==> src/rtl/led_effect_ctrl.sv <==
// led_effect_ctrl: effect sequencer and PWM scheduler for an 8-LED bank.
// Owns the free-running PWM counter and the step-tick divider, produces
// per-channel levels for OFF / BREATH / FLOW / BLINK, and cross-fades
// between effects so that brightness never jumps.
//
// mode_next protocol: a one-cycle request with no ready/acknowledge.
// Every cycle it is high counts as one request; the upstream debouncer
// guarantees single-cycle pulses.
module led_effect_ctrl #(
  parameter int TICK_DIV    = 100_000,
  parameter int FLOW_STEPS  = 50,
  parameter int BLINK_STEPS = 250
) (
  input  logic        sys_clk,
  input  logic        rst,
  input  logic        mode_next,
  output logic [7:0]  led_out,
  output logic [1:0]  cur_mode,
  output logic        busy,
  output logic [1:0]  dbg_state,
  output logic [7:0]  dbg_fade,
  output logic [63:0] dbg_pat
);

  localparam int TW = (TICK_DIV > 1) ? $clog2(TICK_DIV) : 1;
  localparam int FW = (FLOW_STEPS > 1) ? $clog2(FLOW_STEPS) : 1;
  localparam int BW = (BLINK_STEPS > 1) ? $clog2(BLINK_STEPS) : 1;
  localparam logic [TW-1:0] TICK_LAST  = TW'(TICK_DIV - 1);
  localparam logic [FW-1:0] FLOW_LAST  = FW'(FLOW_STEPS - 1);
  localparam logic [BW-1:0] BLINK_LAST = BW'(BLINK_STEPS - 1);

  typedef enum logic [1:0] {
    ST_OFF      = 2'd0,
    ST_FADE_IN  = 2'd1,
    ST_RUN      = 2'd2,
    ST_FADE_OUT = 2'd3
  } state_t;

  state_t          state, state_nxt;
  logic [7:0]      fade, fade_nxt;
  logic [1:0]      mode_nxt;
  logic [1:0]      pending, pending_nxt;
  logic            load;

  logic [7:0]      pwm_cnt;
  logic [TW-1:0]   tick_cnt;
  logic            tick;
  logic            adv;

  logic [7:0]      br_d;
  logic            br_up;
  logic [2:0]      flow_pos;
  logic [FW-1:0]   flow_cnt;
  logic            blink_on;
  logic [BW-1:0]   blink_cnt;

  logic [7:0][7:0] pat;
  logic [7:0]      eff [8];

  assign tick      = (tick_cnt == TICK_LAST);
  assign adv       = tick && (state != ST_OFF);
  assign busy      = (state == ST_FADE_IN) || (state == ST_FADE_OUT);
  assign dbg_state = state;
  assign dbg_fade  = fade;
  assign dbg_pat   = pat;

  // Shared PWM counter, period 256 cycles.
  always_ff @(posedge sys_clk) begin
    if (rst) pwm_cnt <= 8'd0;
    else     pwm_cnt <= pwm_cnt + 8'd1;
  end

  // Step-tick divider: tick is high on the last count of each period.
  always_ff @(posedge sys_clk) begin
    if (rst || tick) tick_cnt <= '0;
    else             tick_cnt <= tick_cnt + TW'(1);
  end

  // Sequencer state register.
  always_ff @(posedge sys_clk) begin
    if (rst) begin
      state    <= ST_OFF;
      fade     <= 8'd0;
      cur_mode <= 2'd0;
      pending  <= 2'd0;
    end else begin
      state    <= state_nxt;
      fade     <= fade_nxt;
      cur_mode <= mode_nxt;
      pending  <= pending_nxt;
    end
  end

  // Next-state logic; the fade step is decided from the current state, so a
  // request landing on a tick both changes state and applies the step.
  always_comb begin
    state_nxt   = state;
    fade_nxt    = fade;
    mode_nxt    = cur_mode;
    pending_nxt = pending;
    load        = 1'b0;
    case (state)
      ST_OFF: begin
        fade_nxt = 8'd0;
        if (mode_next) begin
          mode_nxt  = 2'd1;
          load      = 1'b1;
          state_nxt = ST_FADE_IN;
        end
      end
      ST_FADE_IN: begin
        if (tick) begin
          if (fade == 8'hFF) state_nxt = ST_RUN;
          else               fade_nxt  = fade + 8'd1;
        end
        if (mode_next) begin
          pending_nxt = cur_mode + 2'd1;
          state_nxt   = ST_FADE_OUT;
        end
      end
      ST_RUN: begin
        fade_nxt = 8'hFF;
        if (mode_next) begin
          pending_nxt = cur_mode + 2'd1;
          state_nxt   = ST_FADE_OUT;
        end
      end
      ST_FADE_OUT: begin
        // A request on the completing tick is counted before the load.
        if (mode_next) pending_nxt = pending + 2'd1;
        if (tick) begin
          if (fade == 8'd0) begin
            mode_nxt  = pending_nxt;
            load      = 1'b1;
            state_nxt = (pending_nxt == 2'd0) ? ST_OFF : ST_FADE_IN;
          end else begin
            fade_nxt = fade - 8'd1;
          end
        end
      end
      default: state_nxt = ST_OFF;
    endcase
  end

  // BREATH triangle: bounces between 0 and 255 with no hold at the ends.
  always_ff @(posedge sys_clk) begin
    if (rst || load) begin
      br_d  <= 8'd0;
      br_up <= 1'b1;
    end else if (adv) begin
      if (br_up) begin
        if (br_d == 8'hFF) begin
          br_d  <= 8'hFE;
          br_up <= 1'b0;
        end else begin
          br_d <= br_d + 8'd1;
        end
      end else begin
        if (br_d == 8'd0) begin
          br_d  <= 8'd1;
          br_up <= 1'b1;
        end else begin
          br_d <= br_d - 8'd1;
        end
      end
    end
  end

  // FLOW position: one lit channel, shifted every FLOW_STEPS ticks.
  always_ff @(posedge sys_clk) begin
    if (rst || load) begin
      flow_pos <= 3'd0;
      flow_cnt <= '0;
    end else if (adv) begin
      if (flow_cnt == FLOW_LAST) begin
        flow_cnt <= '0;
        flow_pos <= flow_pos + 3'd1;
      end else begin
        flow_cnt <= flow_cnt + FW'(1);
      end
    end
  end

  // BLINK phase: toggles every BLINK_STEPS ticks, starting lit.
  always_ff @(posedge sys_clk) begin
    if (rst || load) begin
      blink_on  <= 1'b1;
      blink_cnt <= '0;
    end else if (adv) begin
      if (blink_cnt == BLINK_LAST) begin
        blink_cnt <= '0;
        blink_on  <= ~blink_on;
      end else begin
        blink_cnt <= blink_cnt + BW'(1);
      end
    end
  end

  // Per-channel pattern level for the active effect.
  always_comb begin
    pat = '0;
    case (cur_mode)
      2'd1:    pat = {8{br_d}};
      2'd2:    pat[flow_pos] = 8'hFF;
      2'd3:    pat = blink_on ? {8{8'hFF}} : '0;
      default: pat = '0;
    endcase
  end

  // Effective level: upper byte of pattern x fade.
  always_comb begin
    for (int i = 0; i < 8; i++) begin
      eff[i] = 8'((16'(pat[i]) * 16'(fade)) >> 8);
    end
  end

  // Registered active-low PWM drive.
  always_ff @(posedge sys_clk) begin
    if (rst) begin
      led_out <= 8'hFF;
    end else begin
      for (int i = 0; i < 8; i++) begin
        led_out[i] <= ~(pwm_cnt < eff[i]);
      end
    end
  end

endmodule

==> config.mk <==
export PLATFORM = sky130hd
export DESIGN_NAME = led_effect_ctrl
export DESIGN_NICKNAME = d
export VERILOG_FILES = /design/src/rtl/led_effect_ctrl.sv
export SDC_FILE = /design/constraint.sdc
export NUM_CORES = 1
export LEC_CHECK = 0
export BUFFER_PORTS_ARGS = -buffer_cell sky130_fd_sc_hd__buf_2
export CORE_ASPECT_RATIO = 1.5
export CORE_MARGIN = 1.5
export CORE_UTILIZATION = 30
export CTS_CLUSTER_DIAMETER = 50
export DETAILED_ROUTE_END_ITERATION = 12
export SYNTH_ARGS = -nofsm -noshare
export SYNTH_HDL_FRONTEND = slang
export SYNTH_SLANG_ARGS = --single-unit
==> constraint.sdc <==
create_clock -name sys_clk -period 15.27 [get_ports sys_clk]
set_clock_uncertainty 0.15 [all_clocks]
set_input_delay 1.527 -clock sys_clk [delete_from_list [all_inputs] [get_ports sys_clk]]
set_output_delay 1.527 -clock sys_clk [all_outputs]
set_load 0.1 [all_outputs]
# Yosys cells after proc, flatten, opt, wreduce, memory -nomap -nowiden
# Index checks and enable logic that the tools add are counted.
# classes
n_addsub	11
multipliers	8
order_cmp	10
eq_ne	21
mux	37
n_bitwise	9
n_reduce_logical	19
# op_table
cell	n
one-hot mux 64 bit (3 select lines)	1
multiplier 8 x 8 -> 16 bit	8
2-to-1 mux 8 bit	9
< comparator 8 bit	8
2-to-1 mux 64 bit	1
adder 8 x 1 -> 8 bit, second input constant	4
one-hot mux 8 bit (4 select lines)	1
demux 8 bit (select 3 bit)	1
== test 8 bit, second input constant	3
2-to-1 mux 2 bit	12
adder 17 x 1 -> 17 bit, second input constant	1
== test 17 bit, second input constant	1
logical NOT 8 bit	2
subtractor 8 x 1 -> 8 bit, second input constant	2
inequality test 2 bit, second input constant	6
inverter 1 bit	9
== test 2 bit, second input constant	4
one-hot mux 2 bit (2 select lines)	2
one-hot mux 2 bit (4 select lines)	1
AND reduction 4 bit	2
2-to-1 mux 1 bit	7
adder 6 x 1 -> 6 bit, second input constant	1
== test 6 bit, second input constant	1
2-to-1 mux 6 bit	1
16 further kinds	27
# totals
regBits	74
in_bits	3
output_inout_bits	85
word_cells	128

# Depth between registers and ports, before layout
# Gate-level depths: netlist (run 1).
# depth
depth_word	8
depth_mapped	29
depth_no_buf	28

# Least setup slack after synthesis (run 1)
# No wires, ideal clock.
# synth_timing
path_kind	register to register
startpoint	reg cur_mode[1]
endpoint	reg led_out[3]
setup_ns	0.125
arrival_ns	8.593
t_required_ns	14.995
path_slack_ns	6.402
path_stages_with_launch	26
n_path_buf	1
cell_sequence	dfxtp_1 > ha_1 > nor2b_1 > buf_2 > a31oi_1 > a21oi_1 > nand2_1 > fa_1 > fa_1 > inv_1 > fa_1 > inv_1 > fa_1 > inv_1 > ha_1 > nand4b_1 > nor4_1 > a211oi_2 > a21oi_2 > a41oi_2 > nand2b_1 > xnor2_1 > ha_1 > a21o_1 > a211o_1 > o41a_1
# synth_via
elab_chain_len	5
# synth_rtl
item	line_no	rtl
start, declared	18	output logic [1:0] cur_mode,
start signal, assigned	89	cur_mode <= mode_nxt;
== test 2 bit / == test 2 x 1 -> 1 bit (equally long branches)	202	case (cur_mode)
one-hot mux 64 bit (3 select lines) *	202	
via dbg_pat[29]	22	output logic [63:0] dbg_pat
multiplier 8 x 8 -> 16 bit *	213	eff[i] = 8'((16'(pat[i]) * 16'(fade)) >> 8);
< comparator 8 bit *	223	led_out[i] <= ~(pwm_cnt < eff[i]);
inverter 1 bit *	223	
end signal, assigned by index	223	
end, declared	17	output logic [7:0] led_out,
# Mark *: on every way through the listed nets, which the timed path passes. The rest lies on a longest branch.
# A chain may end at the register's enable or synchronous reset.

# Worst setup path in the final report (run 1)
# layout_timing
startpoint	reg cur_mode[0]
endpoint	reg led_out[3]
# layout_via
elab_chain_len	5
# layout_rtl
item	line_no
== test 2 bit / == test 2 x 1 -> 1 bit (equally long branches)	202
one-hot mux 64 bit (3 select lines) *	202
multiplier 8 x 8 -> 16 bit *	213
< comparator 8 bit *	223
inverter 1 bit *	223
# Every way passes the cells marked *; elsewhere a longest branch is shown, timed or not.

==> summary.txt, run 1 <==
status: finished clean
H-Tree Depth: 3
Unique masters post-synth: 84
reg2reg setup slack: 7.72 ns
crit path launch: cur_mode[0]
Sinks on Clock Net: 74
post-DP HPWL: 43.8 mm
routed wire length: 55.8 mm
DRT Pass-1 Iters: 4
number of global-route vias before repair: 17.7k
Setup TNS: 0 ns
n_diodes: 0
Total GRT Usage: 16.3%
share of layout cells above drive strength 1: 7.08%
Worst Hold Path EP: tick_cnt[0]
Layout Nets: 3081
Final setup viols: 0
Peak VDD IR: 88.6 uV
routed via count: 16.6k
clk_lat worst skew: 0.35 ns
cells on worst reg2reg path: 24
yosys warns: 0
Area contributors post-synth: fa_1 (27%), ha_1 (21%), and2_1 (13%), dfxtp_1 (7.1%), inv_1 (6.5%)
cell taking the most area after synthesis: fa_1
Clock power frac: 20.1%
Pint: 442 uW
RR Startpoint: cur_mode[0]
syn_nets: 3045
CP Capture Type: flip-flop
final hold violations: 0
Mapped Area: 0.0209 sq mm
fin util: 32.7%
slowest CP cell: a21oi_1
first-pass GRT wire length: 92.4 mm
delay-heaviest family, CP: adder cells
Synth top area share: 26.9%
die width: 219 um
CTS tree: done
IO Count: 88
register area share after synthesis: 7.07%
CP Cell Sequence: inv_1, ha_1, nor2b_1, a31oi_1, a21oi_1, and2_1, fa_1, fa_1, fa_1, inv_1, fa_1, inv_1, ha_1, inv_1, nor4_1, a211oi_2, a21oi_2, a41oi_2, nand2b_1, xnor2_1, ha_1, a21o_1, a211o_1, o41a_1
top post-synthesis cells by count: and2_1 (422), inv_1 (362), ha_1 (344)
Reg power frac: 28.9%
gpl congestion: 0.831
Area Growth Syn to Fin: 7.97%
row count: 118
Least-Margin Pin Slew: 1.02 ns
Worst Path Required: 15.35 ns
asr flop ratio synth: 0%
final period utilization: 49.5%
crit path buf inv count: 4
hold_ws: 0.285 ns
Hold Path Class: reg -> reg
CTS resizes: 0
largest net degree at the start of global routing: 52
switching power share of the total: 58.3%
# fillers: 7306
CTS Hold Buffers Added: 0
Initial Util: 30.3%
Hold Crit Start: tick_cnt[0]
P_leak: 11.9 nW
Reg clk slew, reported paths: 0.07 ns
port buffer count: 87
most common cell in the netlist: and2_1
Syn Inst Count: 2417
fin crit period: 7.55 ns
Seq cells post-synth: 74
via density per instance: 4.95
residual DRC count: 0
Slew headroom: 31.9%
Worst EP arrival: 7.64 ns
syn avg cell area: 8.67 sq um
EDFF count, synth: 0
Startpoint Class: flip-flop
TritonCTS Buffers: 9
WS Path Type: reg -> reg
ys flop type: dfxtp_1
initial antenna violation count: 1
post-CTS setup repair buffer count: 0
Chip Height: 327 um
RSZ-0062 raised after global routing: no
total core area: 0.0691 sq mm
wire length per cell: 16.6 um
Final Power: 1.06 mW
Overflow after GRT: 0
Post-DRT Antenna Nets: 0
crit path max fanout: 9
DIE AREA: 0.0715 sq mm
clock buffer depth: 2
delay of the slowest cell on the worst path: 0.75 ns
MaxCap Viol Count: 0
fmax: 132 MHz
capturing point of the worst reg2reg path: led_out[3]
cell depth of the worst setup path: 24
Hold Path Stages: 1
cell area power density: 46.8 mW/mm^2
Sw Pwr: 618 uW
Slew Viols, Final: 0
DRT iter0 DRCs: 646
Clock Root Buffer: clkbuf_16
Comb pwr share: 50.9%
-- worst max path at each step --
stage / end / slack (ns)
after floorplan: led_out[3] / 6.40
after global placement: led_out[3] / 7.89
after detailed placement: led_out[3] / 7.79
after CTS: led_out[3] / 7.77
after global routing: led_out[6] / 7.15
final: led_out[3] / 7.72
-- registers in the layout, indices dropped and copies added, names as in the netlist --
| name | flops |
|---|---|
| led_out | 8 |
| blink_cnt | 8 |
| pwm_cnt | 8 |
| dbg_state | 2 |
| cur_mode | 2 |
| blink_on | 1 |
| flow_cnt | 6 |
| pending | 2 |
| dbg_fade | 8 |
| tick_cnt | 17 |
| br_up | 1 |
| br_d | 8 |
| flow_pos | 3 |
-- power groups by stage --
stage	sequential, mW	combinational, mW	clock, mW
global placement	0.311	0.542	0
CTS	0.309	0.545	0.219
global route	0.313	0.581	0.226
floorplan	0.348	0.312	0
detailed placement	0.313	0.544	0
finish	0.306	0.540	0.213
-- kinds of logic (layout without fill, tap and decap cells) --
| kind of cell | after synthesis | in the layout | synth area share, % |
|---|---|---|---|
| AOI/OAI and AO/OA | 346 | 346 | 11.0 |
| and+or+nand+nor | 827 | 827 | 22.2 |
| adders and majority gates | 625 | 625 | 47.4 |
| xor gates and xnor gates | 89 | 89 | 3.72 |
| buffers and inverters | 452 | 493 | 8.42 |
| DFF | 74 | 74 | 7.07 |
| muxes | 4 | 4 | 0.191 |
-- layout make-up --
type                       count  area (sq um)  share of cell area, %
tap                          900          1130                   4.98
timing repair buffer         115           646                   2.85
inverter                     362          1360                   6.01
clock buffer                   9           225                  0.996
multi-input combinational   1891         17700                   78.3
clock inverter                 7          61.3                  0.271
sequential                    74          1490                   6.59
-- placed cells by master, fill, tap and decap left out, drive strengths merged, types with 43 or more instances in the layout --
master and count:
and2 422, inv 365, ha 344, a21oi 140
xor2 43, nor2 84, buf 115, dfxtp 74
xnor2 46, nand2 145, fa 281, o21ai 46
-- layer usage --
layer / routed length (um) / up-vias / part of all wire (%) / global-route usage (%)
met2: 30200 / 238 / 54 / 31.6
met3: 1880 / 83 / 3.4 / 1.90
li1: - / 7952 / - / -
met5: 0 / - / 0 / 0
met1: 22200 / 8339 / 40 / 18.2
met4: 1530 / 0 / 2.7 / 4.79
-- stage by stage --
step | setup WS [ns] | area (sq um) | cells
after detailed placement | 7.79 | 22300 | 3342
after global routing | 7.15 | 22600 | 3358
after global placement | 7.89 | 22300 | 3342
final | 7.72 | 22600 | 3358
after CTS | 7.77 | 22600 | 3358
after floorplan | 6.40 | 20900 | 2417
Note: power is estimated with default switching activity, not from simulation.
==> run 2: changes to the inputs <==
clock period = 7 ns   (was 15.27 ns; I/O delays follow)
==> run 2 against run 1 <==
Sequential power increased by 140%. Clock power up 140%. Count of clock-buffer cells in the layout grew 3. Register-to-register slack worse by 7.4 ns. Worst hold slack improved by 0.0057 ns. Final cell count grew 2.4%. Routed wire length rose by 4.5%.
==> summary.txt, run 2 (same netlist as run 1, synthesis figures left out) <==
Worst Path Required: 7.12 ns (-8.23 ns)
IO Count: 88 (unchanged)
clock buffer depth: 2 (unchanged)
CTS Hold Buffers Added: 0 (unchanged)
clk_lat worst skew: 0.38 ns (+0.03 ns)
Least-Margin Pin Slew: 1.05 ns (+0.0329 ns)
M1 WL: 23.6 mm (+6.6%)
DRT iter0 DRCs: 561 (-13%)
Top reg by flops: tick_cnt
P_leak: 12.4 nW (+4.4%)
port buffer count: 87 (unchanged)
initial antenna violation count: 2 (+1)
# fillers: 7151 (-2.1%)
fin crit period: 6.68 ns (-0.873 ns)
Post-DRT Antenna Nets: 0 (unchanged)
DP Cell Count: 3394 (+1.6%)
Peak VDD IR: 223 uV (+150%)
die width: 219 um (unchanged)
Startpoint Class: flip-flop
DIE AREA: 0.0715 sq mm (unchanged)
via density per instance: 4.92 (-0.53%)
met3 wire length: 1.79 mm (-4.8%)
PnR worst setup slack: 0.320 ns (-7.40 ns)
Worst EP arrival: 6.80 ns (-0.84 ns)
Slew Viols, Final: 0 (unchanged)
CP Capture Type: flip-flop
final hold violations: 0 (unchanged)
crit path max fanout: 9 (unchanged)
Chip Height: 327 um (unchanged)
total core area: 0.0691 sq mm (unchanged)
Layout Cells excl Fill: 3440 (+2.4%)
fmax: 150 MHz (+13%)
multi-input logic area: 0.0186 sq mm (+4.9%)
cell area power density: 109 mW/mm^2 (+130%)
WS Path Type: reg -> reg
Area Growth Syn to Fin: 15.7%
Overflow after GRT: 0 (unchanged)
RSZ-0062 raised after global routing: yes
CTS tree: done
Clock Root Buffer: clkbuf_16
Layout Nets: 3162 (+2.6%)
largest net degree at the start of global routing: 40 (-23%)
routed via count: 16.9k (+1.9%)
TritonCTS Buffers: 9 (unchanged)
register area: 0.00150 sq mm (+0.59%)
Slew headroom: 29.6% (-2.3 points)
status: finished clean
H-Tree Depth: 3 (unchanged)
hold_ws: 0.290 ns (+0.00570 ns)
Final setup viols: 0 (unchanged)
fin area: 0.0242 sq mm (+7.1%)
Total GRT Usage: 16.9% (+0.69 points)
Reg clk slew, reported paths: 0.09 ns (+0.02 ns)
MaxCap Viol Count: 0 (unchanged)
max FFs per register: 17 (unchanged)
most common cell after layout, fill and taps aside: and2_1
Sinks on Clock Net: 74 (unchanged)
Initial Util: 30.3% (unchanged)
DRT Pass-1 Iters: 4 (unchanged)
number of global-route vias before repair: 18.0k (+1.6%)
Top Layer Used: met4
commonest non-fill, non-tap cells in the layout: and2_1 (417), inv_1 (361), ha_1 (341)
Hold Path Class: reg -> reg
pre-CTS WS: 0.00868 ns (-7.78 ns)
routed wire length: 58.3 mm (+4.5%)
gpl congestion: 0.835 (+0.54%)
wire length per cell: 16.9 um (+2.0%)
post-DP HPWL: 46.0 mm (+5.2%)
routed wl met2: 30.8 mm (+2.0%)
first-pass GRT wire length: 95.4 mm (+3.2%)
Cell Area, Placed: 0.0236 sq mm (+5.6%)
final period utilization: 95.4% (+46 points)
residual DRC count: 0 (unchanged)
row count: 118 (unchanged)
share of layout cells above drive strength 1: 13.8% (+6.7 points)
-- run 2: cell count changes in the layout (fill, tap and decap cells not counted), moves of 3 or more --
cell	change
nand2_2	+7
a21oi_1	-68
nand2_1	-8
dfxtp_1	-3
buf_4	+70
buf_12	+7
and2_1	-5
a21oi_2	+6
ha_4	+3
buf_6	+4
a21oi_4	+62
and2_4	+3
-- run 2: cell type report --
cell class / count / area share [%]
sequential: 74 / 6.19
multi-input combinational: 1891 / 76.7
timing repair buffer: 196 / 5.60
clock buffer: 12 / 1.06
antenna: 1 / 0.0103
tap: 900 / 4.65
inverter: 362 / 5.62
clock inverter: 4 / 0.212
-- run 2: worst paths after layout --
path / start / slack (ns) / cells past startpoint / to
setup / recovery: cur_mode[0] / 0.32 / 24 / led_out[6]
hold / removal: tick_cnt[0] / 0.29 / 1 / tick_cnt[0]
setup reg to reg: cur_mode[0] / 0.32 / 24 / led_out[6]
hold reg to reg: tick_cnt[0] / 0.29 / 1 / tick_cnt[0]
-- run 2: where the power goes --
| part | switching (mW) | leakage, nW | internal, mW |
|---|---|---|---|
| combinational | 0.994 | 11.7 | 0.394 |
| clock | 0.213 | 0.149 | 0.296 |
| sequential | 0.280 | 0.606 | 0.469 |
| total | 1.49 | 12.4 | 1.16 |
-- run 2: routing by layer --
layer,vias up,track usage (%)
met3,89,1.93
li1,8093,-
met1,8501,19.6
met5,-,0
met2,244,31.9
met4,0,5.57
-- run 2: through the flow --
stage	util, %	setup TNS (ns)	total power [mW]
finish	35.1	0	2.65
CTS	34.6	0	2.62
floorplan	-	-0.255	1.57
global route	35.1	-0.209	2.77
global placement	34.1	0	2.10
detailed placement	34.1	0	2.11
-- run 2: repair_timing --
item,CTS,global route
gates resized for setup,0,26
buffers inserted,0,29
endpoints found under the setup margin,0,8
-- run 2: critical path: stages, from the launching register on --
cell,delay [ns]
dfxtp_4,0.37
inv_4,0.09
ha_4,0.14
nand4b_1,0.13
and2_2,0.36
a21oi_4,0.38
and2_1,0.21
fa_1,0.44
fa_1,0.48
fa_1,0.55
inv_1,0.06
fa_1,0.53
inv_1,0.04
ha_1,0.33
a21o_1,0.17
a21o_1,0.18
o2111ai_1,0.29
nand3b_1,0.17
a21oi_1,0.20
xor2_1,0.17
ha_1,0.26
a21o_1,0.16
a211o_1,0.30
a2111oi_0,0.30
a21oi_1,0.12
==> run 3: changes to the inputs <==
BUFFER_PORTS_ARGS = -buffer_cell sky130_fd_sc_hd__buf_4   (was -buffer_cell sky130_fd_sc_hd__buf_2)
==> run 3 against run 2 <==
Combinational power rose by 4%. Sequential power is 8.8% lower. Design area is 1.3% higher. Sequential share of layout area is 0.083 points lower. Global-route usage rose by 0.054 points. Power up 1.6%. Largest cell class unchanged.
==> summary.txt, run 3 (same netlist as run 1, synthesis figures left out) <==
cells on worst reg2reg path: 25 (+4.2%)
Final Power: 2.69 mW (+1.6%)
Area Growth Syn to Fin: 17.1%
CP Capture Type: flip-flop
fmax: 149 MHz (-0.66%)
total core area: 0.0691 sq mm (unchanged)
CTS Hold Buffers Added: 0 (unchanged)
gpl congestion: 0.840 (+0.61%)
Pint: 1.21 mW (+4.3%)
MaxCap Viol Count: 0 (unchanged)
fin util: 35.5% (+0.45 points)
max FFs per register: 17 (unchanged)
pre-CTS WS: -0.148 ns (-0.156 ns)
status: finished clean
clock buffer depth: 2 (unchanged)
Slew Viols, Final: 0 (unchanged)
Chip Height: 327 um (unchanged)
Hold Path Class: reg -> reg
port buffer count: 87 (unchanged)
Peak VDD IR: 232 uV (+4.0%)
Worst EP arrival: 6.80 ns (about the same)
Total GRT Usage: 17.0% (+0.054 points)
clk_lat worst skew: 0.35 ns (-0.03 ns)
via density per instance: 4.93 (+0.11%)
CP dominant cell by count: fa_1
RSZ-0062 raised after global routing: yes
Worst Hold Path EP: tick_cnt[0]
PnR worst setup slack: 0.276 ns (-0.0447 ns)
Least-Margin Pin Slew: 0.904 ns (-0.150 ns)
fin crit period: 6.72 ns (+0.0447 ns)
capturing point of the worst reg2reg path: led_out[7]
largest net degree at the start of global routing: 57 (+43%)
first-pass GRT wire length: 96.7 mm (+1.4%)
reg2reg setup slack: 0.28 ns (-0.04 ns)
cell area power density: 110 mW/mm^2 (+0.28%)
Post-DRT Antenna Nets: 0 (unchanged)
switching power share of the total: 55.0% (-1.2 points)
Layout Nets: 3167 (+0.16%)
CTS tree: done
residual DRC count: 0 (unchanged)
crit path max fanout: 10 (+1)
Initial Util: 30.3% (unchanged)
IO Count: 88 (unchanged)
Sw Pwr: 1.48 mW (-0.57%)
final period utilization: 96.1% (+0.64 points)
Reg clk slew, reported paths: 0.07 ns (-0.02 ns)
post-DP HPWL: 46.2 mm (+0.42%)
delay-heaviest family, CP: adder cells
initial antenna violation count: 0 (-2)
DIE AREA: 0.0715 sq mm (unchanged)
Top reg by flops: tick_cnt
share of layout cells above drive strength 1: 13.8% (+0.052 points)
wire length per cell: 16.9 um (-0.52%)
TritonCTS Buffers: 9 (unchanged)
slowest CP cell: fa_1
n_diodes: 0 (-1)
Clock Root Buffer: clkbuf_16
Reg power frac: 25.4% (-2.9 points)
routed wire length: 58.0 mm (-0.40%)
commonest non-fill, non-tap cells in the layout: and2_1 (417), inv_1 (361), ha_1 (341)
DRT iter0 DRCs: 736 (+31%)
final hold violations: 0 (unchanged)
most common cell after layout, fill and taps aside: and2_1
RR Startpoint: cur_mode[1]
die width: 219 um (unchanged)
crit path buf inv count: 4 (+1)
Sinks on Clock Net: 74 (unchanged)
P_leak: 12.5 nW (+0.50%)
Hold Crit Start: tick_cnt[0]
H-Tree Depth: 3 (unchanged)
Startpoint Class: flip-flop
WS Path Type: reg -> reg
DRT Pass-1 Iters: 7 (+3)
routed via count: 17.0k (+0.22%)
number of global-route vias before repair: 18.3k (+1.4%)
Comb pwr share: 53.9% (+1.5 points)
# fillers: 7066 (-1.2%)
delay of the slowest cell on the worst path: 0.56 ns (about the same)
Final setup viols: 0 (unchanged)
Slew headroom: 39.6% (+10 points)
Clock power frac: 20.7% (+1.5 points)
Hold Path Stages: 1 (unchanged)
row count: 118 (unchanged)
Worst Path Required: 7.07 ns (-0.05 ns)
Overflow after GRT: 0 (unchanged)
run 3: cell types whose count changed in the layout (fill, tap and decap cells not counted), sizes merged:
cell | before | now
inv | 362 | 363
bufinv | 1 | 3
clkinvlp | 1 | 0
a21oi | 140 | 141
diode | 1 | 0
buf | 196 | 200
clkbuf | 12 | 10
run 3: final cells by class:
| type | instances | area, sq um | area share (%) |
|---|---|---|---|
| clock buffers | 10 | 229 | 0.933 |
| clock inverters | 6 | 114 | 0.464 |
| inverters | 362 | 1360 | 5.54 |
| multi-input cells | 1892 | 18600 | 75.7 |
| flip-flops and latches | 74 | 1500 | 6.11 |
| well taps | 900 | 1130 | 4.59 |
| repair buffers | 200 | 1630 | 6.63 |
run 3: metrics by stage:
step                      hold slack [ns]  cell area, sq um  setup TNS, ns  instances
after global placement              0.277             24000        -0.0521       3411
after global routing                0.316             24500        -0.0417       3444
after detailed placement            0.287             24000         -0.218       3411
after CTS                           0.297             24300              0       3430
after floorplan                     0.263             21800         -0.255       2417
final                               0.290             24500              0       3444
run 3: how the worst max path moves through the flow:
stage,slack [ns],from,to,cells past startpoint
6_report,0.28,cur_mode[1],led_out[7],25
5_1_grt,-0.03,cur_mode[1],led_out[4],25
4_1_cts,0.02,cur_mode[0],led_out[6],25
3_5_place_dp,-0.15,cur_mode[0],led_out[3],26
3_3_place_gp,-0.05,cur_mode[0],led_out[3],26
2_1_floorplan,-0.11,cur_mode[1],led_out[3],25
run 3: timing repair:
| action | in CTS | in global routing |
|---|---|---|
| setup buffers | 3 | 13 |
| endpoints found under the setup margin | 3 | 8 |
| pin swaps | 1 | 12 |
| resized for setup | 3 | 18 |
| cloned | 0 | 1 |
| endpoints found under the hold margin | 0 | 0 |
run 3: power groups by stage:
stage | Clock (mW) | Combinational [mW] | Sequential [mW]
after floorplan | 0 | 0.806 | 0.761
after global routing | 0.580 | 1.55 | 0.695
after CTS | 0.568 | 1.45 | 0.681
after global placement | 0 | 1.45 | 0.691
after detailed placement | 0 | 1.45 | 0.692
final | 0.557 | 1.45 | 0.683
run 3: worst register-to-register path, stage by stage, from the launching register on:
cell and delay, ns:
dfxtp_4 0.38, inv_1 0.10, ha_4 0.23, nand2_2 0.20, buf_4 0.30, a21oi_4 0.16
and2_1 0.21, fa_1 0.43, fa_1 0.56, inv_1 0.05, fa_1 0.46, fa_1 0.55
inv_1 0.04, ha_1 0.29, nand4_1 0.09, or3_1 0.30, o21ai_0 0.21, a21oi_1 0.20
o21ai_1 0.24, a21oi_1 0.13, a211o_1 0.31, ha_1 0.29, a21o_1 0.19, a211o_1 0.30
nor3_1 0.13, a21oi_1 0.11
run 3: metal layers:
| metal | GRT usage [%] | share of wire, % | vias to the layer above |
|---|---|---|---|
| met3 | 1.45 | 2.8 | 81 |
| li1 | - | - | 8127 |
| met5 | 0 | 0 | - |
| met4 | 5.09 | 3.0 | 0 |
| met1 | 19.5 | 40 | 8498 |
| met2 | 32.7 | 54 | 259 |
